[src/rtl/enc_pkg.sv]
// rtl/enc_pkg.sv - shared types and helpers for the request encoder
//
// Contents:
//   enc_state_t : output-slot state (EMPTY, FULL)
//   DEF_N       : default number of request lines
//   MAX_N       : widest request vector the helpers support
//   code_width  : code width for n request lines
//   onehot      : single-bit mask for an index (callers size-cast to N)
package enc_pkg;

   typedef enum logic {
      EMPTY = 1'b0,
      FULL  = 1'b1
   } enc_state_t;

   localparam int DEF_N = 4;
   localparam int MAX_N = 64;

   function automatic int code_width(input int n);
      return $clog2(n);
   endfunction

   function automatic logic [MAX_N-1:0] onehot(input int idx);
      return MAX_N'(1) << idx;
   endfunction

endpackage

[src/rtl/prio_sel.sv]
// rtl/prio_sel.sv - combinational highest-set-index selector
//
// Ports:
//   vec : N-bit candidate vector
//   idx : index of the highest set bit (0 when vec is all zero)
//   any : at least one bit of vec is set
module prio_sel #(
   parameter int N = 4,
   parameter int W = 2
) (
   input  logic [N-1:0] vec,
   output logic [W-1:0] idx,
   output logic         any
);

   // Ascending scan: later (higher) hits overwrite earlier ones, so the
   // highest set index wins.
   always_comb begin
      idx = '0;
      for (int i = 0; i < N; i++) begin
         if (vec[i]) begin
            idx = W'(i);
         end
      end
   end

   assign any = |vec;

endmodule

[src/rtl/req_encoder.sv]
// rtl/req_encoder.sv - buffered priority encoder with valid/ready output
//
// Ports:
//   clk        : clock, all state updates on the rising edge
//   rst_n      : synchronous active-low reset
//   req_i      : request pulses, bit i registers request i
//   code_o     : binary index of the request held in the output slot
//   valid_o    : code_o holds a valid code
//   ready_i    : consumer accepts code_o when valid_o && ready_i
//   pending_o  : requests captured but not yet loaded into the output slot
//   overflow_o : one-cycle pulse when a request hit an already-pending bit
module req_encoder
   import enc_pkg::*;
#(
   parameter  int N = DEF_N,
   localparam int W = code_width(N)
) (
   input  logic         clk,
   input  logic         rst_n,
   input  logic [N-1:0] req_i,
   output logic [W-1:0] code_o,
   output logic         valid_o,
   input  logic         ready_i,
   output logic [N-1:0] pending_o,
   output logic         overflow_o
);

   enc_state_t   state, state_nxt;
   logic [N-1:0] cand;
   logic [W-1:0] sel;
   logic         sel_any;
   logic         slot_free;
   logic [W-1:0] code_nxt;
   logic         valid_nxt;
   logic [N-1:0] pending_nxt;

   // Pending requests and new pulses compete together, so a request that
   // arrives in a handshake cycle can be loaded with no bubble.
   assign cand = pending_o | req_i;

   prio_sel #(
      .N (N),
      .W (W)
   ) u_prio_sel (
      .vec (cand),
      .idx (sel),
      .any (sel_any)
   );

   // ready_i only matters while a code is being offered.
   assign slot_free = (state == EMPTY) || ready_i;

   always_ff @(posedge clk) begin
      if (!rst_n) begin
         state <= EMPTY;
      end else begin
         state <= state_nxt;
      end
   end

   always_comb begin
      state_nxt   = state;
      code_nxt    = code_o;
      valid_nxt   = valid_o;
      pending_nxt = cand;
      if (slot_free) begin
         if (sel_any) begin
            state_nxt   = FULL;
            code_nxt    = sel;
            valid_nxt   = 1'b1;
            pending_nxt = cand & ~N'(onehot(int'(sel)));
         end else begin
            state_nxt = EMPTY;
            valid_nxt = 1'b0;
         end
      end
   end

   // A request matching the held code lands in pending as a fresh entry;
   // overflow only looks at pending, never at the output slot.
   always_ff @(posedge clk) begin
      if (!rst_n) begin
         code_o     <= '0;
         valid_o    <= 1'b0;
         pending_o  <= '0;
         overflow_o <= 1'b0;
      end else begin
         code_o     <= code_nxt;
         valid_o    <= valid_nxt;
         pending_o  <= pending_nxt;
         overflow_o <= |(req_i & pending_o);
      end
   end

endmodule
[config.mk]
export PLATFORM = sky130hd
export DESIGN_NAME = req_encoder
export DESIGN_NICKNAME = d
export VERILOG_FILES = /design/src/rtl/enc_pkg.sv /design/src/rtl/prio_sel.sv /design/src/rtl/req_encoder.sv
export SDC_FILE = /design/constraint.sdc
export NUM_CORES = 1
export LEC_CHECK = 0
export CORE_AREA = 2 2 39 41
export DETAILED_ROUTE_END_ITERATION = 7
export DIE_AREA = 0 0 41 43
export GPL_ROUTABILITY_DRIVEN = 0
export PLACE_DENSITY = 0.53
export SYNTH_ARGS = -nofsm -noshare
export SYNTH_HDL_FRONTEND = slang
export SYNTH_SLANG_ARGS = --single-unit
[constraint.sdc]
create_clock -name clk -period 1.13 [get_ports clk]
set_input_delay 0.2825 -clock clk [delete_from_list [all_inputs] [get_ports clk]]
set_output_delay 0.2825 -clock clk [all_outputs]
set_load 0.005 [all_outputs]
==> results.json, run 1 <==
{
  "setup_ws_ns": 0.03078,
  "finalSetupViolCount": 0,
  "yosysWarningCount": 0,
  "synthFlopType": "dfxtp_1",
  "crit_fanout": 2,
  "dieArea_um2": 1763,
  "drive_above_1_share": 0.3966,
  "netlist_instances": 32,
  "die_w_um": 41,
  "grt_pass1_vias": 320,
  "cts_tree": "yes",
  "vias_per_cell": 4.608,
  "crit_type": "flip-flop to primary output",
  "antenna-diode-count": 0,
  "yosysTopAreaCell": "dfxtp_1",
  "routed_wl_um": 830,
  "dieHeight_um": 43,
  "grt_usage": 0.1140,
  "power_density_nw_per_um2": 1167,
  "start_util": 0.2432,
  "critPathSlowestCell": "dfxtp_1",
  "syn_area_per_cell_um2": 10.52,
  "cp-start-kind": "flip-flop",
  "grt_max_degree": 9,
  "port_buffers": 14,
  "h-tree-depth": 1,
  "cts_made_buffers": 3,
  "crit_path_end_kind": "primary output",
  "cp_top_family": "flip-flops",
  "grt_pass1_wl_mm": 1.262,
  "antenna_found_initial": 0,
  "fillers": 150,
  "crit_chain": "dlygate4sd2_1",
  "first_iter_violations": 10,
  "slew_headroom": 0.8206,
  "fin_crit_sh": 0.9728,
  "async_flop_share": 0,
  "via_count": 341,
  "dpl_worst_slack_ns": -0.3890,
  "crit_buf_inv": 1,
  "syn_to_final_growth_pct": 75.84,
  "power.total_w": 0.0006904,
  "synth_cell_types": 20,
  "arrival_ns": 0.82,
  "dp_hpwl_um": 615.7,
  "grt_overflow": 0,
  "nets": 67,
  "post-route-util": 0.4277,
  "syn_nets": 39,
  "cts_buffer_depth": 2,
  "wl_per_cell_um": 11.22,
  "hold_violations": 0,
  "synth_area_um2": 336.6,
  "drc": 0,
  "cap_violations": 0,
  "coreArea_um2": 1384,
  "cpPeakStageDelay_ns": 0.31,
  "synth_top_area_frac": 0.4758,
  "final-max-slew-violation-count": 0,
  "synth_edf_count": 0,
  "clock_sinks": 8,
  "max_freq_mhz": 909.7,
  "row_count": 14,
  "required_ns": 0.85,
  "max-vdd-ir-drop_mv": 0.5480,
  "synth.area.top_cells": "dfxtp_1 48%, nor2_4 6.7%, a21boi_1 4.5%, a22oi_1 4.5%, a31oi_1 3.7%",
  "hold-worst-slack_ns": 0.4858,
  "drt-pass1-iter-count": 3,
  "yosysSeqAreaShare": 0.4758,
  "finClkSkew_ns": 0.005162,
  "io_pins": 15,
  "p_leak_nw": 0.2684,
  "ant_nets": 0,
  "ys_ff_latch": 8,
  "period_needed_ns": 1.099,
  "rsz0062_at_grt": "yes",
  "status": "finished clean",
  "clkLatencyLatePin_ns": 0.26,
  "worst_pin_slew_ns": 0.2682,
  "clk_pin_slew_ns": 0.05,
  "hold_path.class": "flip-flop to flip-flop",
  "cts-root-buf": "clkbuf_4"
}
## repair_timing
item | CTS | global route
hold buffers | 0 | 0
gates resized for setup | 13 | 12
pin swaps | 1 | 1
setup buffers | 0 | 0
setup endpoints to repair | 9 | 6
## area by class of cell
cell class	count	area (um^2)	share of cell area
Timing Repair Buffer	23	185.2	0.3129
Clock buffer	3	22.52	0.03805
Sequential cell	8	168.9	0.2854
Multi-Input combinational cell	24	195.2	0.3298
Tap cell	16	20.02	0.03383
## final timing paths
path,from,endpoint,slack [ns],depth (start not counted)
setup / recovery,code_o[1]$_SDFFE_PN0P_,code_o[1],0.03,1
hold / removal,code_o[1]$_SDFFE_PN0P_,code_o[1]$_SDFFE_PN0P_,0.49,2
hold reg to reg,code_o[1]$_SDFFE_PN0P_,code_o[1]$_SDFFE_PN0P_,0.49,2
setup reg to reg,pending_o[0]$_SDFF_PN0_,code_o[0]$_SDFFE_PN0P_,0.04,4
## kinds of logic after synthesis
family             after synthesis  synth area share
AOI/OAI and AO/OA               12            0.2565
and+or+nand+nor                 12            0.2677
DFF                              8            0.4758
## cell usage in the layout, fill, tap and decap left out, drive strengths merged
cell	instances
dlygate4sd2	6
o221a	1
nor3b	1
clkdlybuf4s50	4
nor4	1
a21o	1
buf	9
o21ai	2
nor2	3
a31oi	2
dfxtp	8
and3	1
and3b	1
clkbuf	6
nor2b	1
o21a	1
or2	1
nand4	1
clkdlybuf4s15	1
a22oi	2
nand2	1
nand2b	1
a21boi	3
## routing by layer
layer	GRT usage	part of all wire	up-vias
met2	0.1625	0.41	12
li1	-	-	177
met5	0	0	-
met1	0.1405	0.50	150
met3	0.04712	0.061	2
met4	0.06000	0.024	0
## sequential cells by signal, summed over array words and instances, names as in the netlist
register and cells:
code_o 2, overflow_o 1, pending_o 4, valid_o 1
## cell usage after synthesis (all sizes together), types with 2 or more instances
master	n
a31oi	2
a21boi	3
o21ai	2
nor2	3
dfxtp	8
a22oi	2
## power by group
part | switching (W) | internal (W) | leakage, nW
clock | 0.000102 | 0.000122 | 0.0138
sequential | 0.0000151 | 0.000303 | 0.0677
combinational | 0.0000581 | 0.0000897 | 0.187
## worst min-delay path, cell delays in order, from the launching register on
cell and delay (ns):
dfxtp_1 0.31, o21ai_0 0.07, a21boi_1 0.06
## stage by stage
step           std cells  setup TNS (ns)  area [um^2]
3_3_place_gp          71          -1.630        564.3
3_5_place_dp          71          -1.657        564.3
4_1_cts               74               0        578.1
2_1_floorplan         32               0        336.6
6_report              74               0        591.8
5_1_grt               74       -0.006675        591.8
No activity file was read; power rests on OpenSTA's default activity.
==> run 2: changes to the inputs <==
Settings changed: SKIP_CTS_REPAIR_TIMING set to 1.
==> run 2 against run 1 <==
Wire length fell by 0.24%. Core utilization rose by 3.1 points. Setup slack improved by 0.0056 ns. Flip-flop and latch count did not move. Sequential share of layout area fell by 2.7 points. First-iteration DRC count fell by 20%. Critical path type is now input pin to flip-flop. Critical endpoint is now code_o[0]$_SDFFE_PN0P_.
==> results.json, run 2 (synthesized netlist as in run 1, its figures left out) <==
{
  "status": "finished clean",
  "via_count": 342,
  "highest_layer": "met4",
  "grt_pass1_wl_mm": 1.248,
  "grt_pass1_vias": 318,
  "dpl_worst_slack_ns": -0.3890,
  "vias_per_cell": 4.622,
  "final-max-slew-violation-count": 0,
  "antenna_found_initial": 0,
  "wl_met3_um": 53,
  "reg_top3": "pending_o x4, code_o x2",
  "grt_max_degree": 9,
  "drc": 0,
  "drive_above_1_share": 0.3448,
  "arrival_ns": 1.24,
  "hold_path.class": "input pin to flip-flop",
  "post-route-util": 0.4584,
  "layout_commonest_cell": "dlymetal6s2s_1",
  "cts_made_buffers": 3,
  "crit_path_end_kind": "flip-flop",
  "r2r_end": "code_o[0]$_SDFFE_PN0P_",
  "r2r_setup_slack_ns": 0.05,
  "die_w_um": 41,
  "clk_pin_slew_ns": 0.06,
  "slew_headroom": 0.8209,
  "worst_pin_slew_ns": 0.2679,
  "h-tree-depth": 1,
  "fillers": 143,
  "worst-r2r-cell-count": 4,
  "holdPathEnd": "pending_o[1]$_SDFF_PN0_",
  "holdCritStartpoint": "req_i[1]",
  "cts-root-buf": "clkbuf_4",
  "fin_crit_sh": 0.9678,
  "dieArea_um2": 1763,
  "power_density_nw_per_um2": 1108,
  "wl_per_cell_um": 11.19,
  "hold_depth": 3,
  "max_freq_mhz": 914.4,
  "regMostFlops": "pending_o",
  "io_pins": 15,
  "nets": 67,
  "ant_nets": 0,
  "layout_common_cells": "10 x dlymetal6s2s_1, 9 x buf_4, 5 x dfxtp_1",
  "grt_usage": 0.1129,
  "p_leak_nw": 0.3757,
  "grt_overflow": 0,
  "cp-start-kind": "input pin",
  "start_util": 0.2432,
  "cts_tree": "yes",
  "r2r_start": "pending_o[0]$_SDFF_PN0_",
  "finClkSkew_ns": 0.005673,
  "row_count": 14,
  "finalSetupViolCount": 0,
  "wl_met2_um": 340,
  "coreArea_um2": 1384,
  "period_needed_ns": 1.094,
  "cap_violations": 0,
  "antenna-diode-count": 0,
  "first_iter_violations": 8,
  "clock_sinks": 8,
  "cts_buffer_depth": 2,
  "setup_ws_ns": 0.03640,
  "crit_type": "input pin to flip-flop",
  "crit_fanout": 5,
  "dieHeight_um": 43,
  "port_buffers": 14,
  "clkLatencyLatePin_ns": 0.26,
  "max-vdd-ir-drop_mv": 0.5488,
  "m1WireLength_um": 413,
  "largest_reg_flops": 4,
  "hold_violations": 0,
  "drt-pass1-iter-count": 3,
  "required_ns": 1.28,
  "rsz0062_at_grt": "no",
  "dp_hpwl_um": 615.7,
  "syn_to_final_growth_pct": 88.48,
  "routed_wl_um": 828
}
[run 2: changes by cell type in the layout (fill, tap and decap cells not counted)]
cell             previous run  this run
dfxtp_4                     2         0
clkbuf_2                    3         0
dlygate4sd2_1               6         0
dlymetal6s2s_1              0        10
dfxtp_2                     1         3
clkdlybuf4s15_1             1         0
[run 2: how the worst max path moves through the flow]
stage,startpoint,end,depth (start not counted)
after global routing,pending_o[0]$_SDFF_PN0_,code_o[0]$_SDFFE_PN0P_,3
after global placement,req_i[0],code_o[0]$_SDFFE_PN0P_,4
final,req_i[2],code_o[0]$_SDFFE_PN0P_,4
after detailed placement,req_i[0],code_o[0]$_SDFFE_PN0P_,4
after floorplan,pending_o[0]$_SDFF_PN0_,code_o[0]$_SDFFE_PN0P_,3
after CTS,pending_o[1]$_SDFF_PN0_,pending_o[1],1
[run 2: layout make-up]
type                       instances  area, um^2  area share
tap                               16       20.02     0.03156
clock buffer                       3       22.52     0.03550
sequential                         8       163.9      0.2584
multi-input combinational         24       195.2      0.3077
timing repair buffer              23       232.7      0.3669
[run 2: routing by layer]
metal,vias to the layer above,GRT usage
met4,0,0.06000
li1,176,-
met2,12,0.1625
met3,2,0.04712
met1,152,0.1368
met5,-,0
[run 2: metrics by stage]
stage               hold slack [ns]  cells  total power (W)  instance area (um^2)  TNS, ns
global route                 0.4644     74        0.0007457                 634.4        0
global placement             0.4990     71        0.0004800                 564.3   -1.630
CTS                          0.4939     74        0.0007050                 586.8   -2.146
detailed placement           0.4835     71        0.0004798                 564.3   -1.657
finish                       0.4641     74        0.0007032                 634.4        0
floorplan                    0.4000     32        0.0003733                 336.6        0
[run 2: report_power, final]
group / leakage [nW] / switching (W) / total (W) / internal (W)
Clock: 0.0138 / 0.000103 / 0.000225 / 0.000122
Combinational: 0.295 / 0.0000584 / 0.000159 / 0.000101
Sequential: 0.0671 / 0.0000143 / 0.000319 / 0.000305
Total: 0.376 / 0.000176 / 0.000703 / 0.000528
[run 2: worst max-delay path, cell delays in order]
cell and delay (ns):
clkdlybuf4s50_1 0.54, nor2_4 0.06, a21boi_1 0.12, o221a_1 0.23
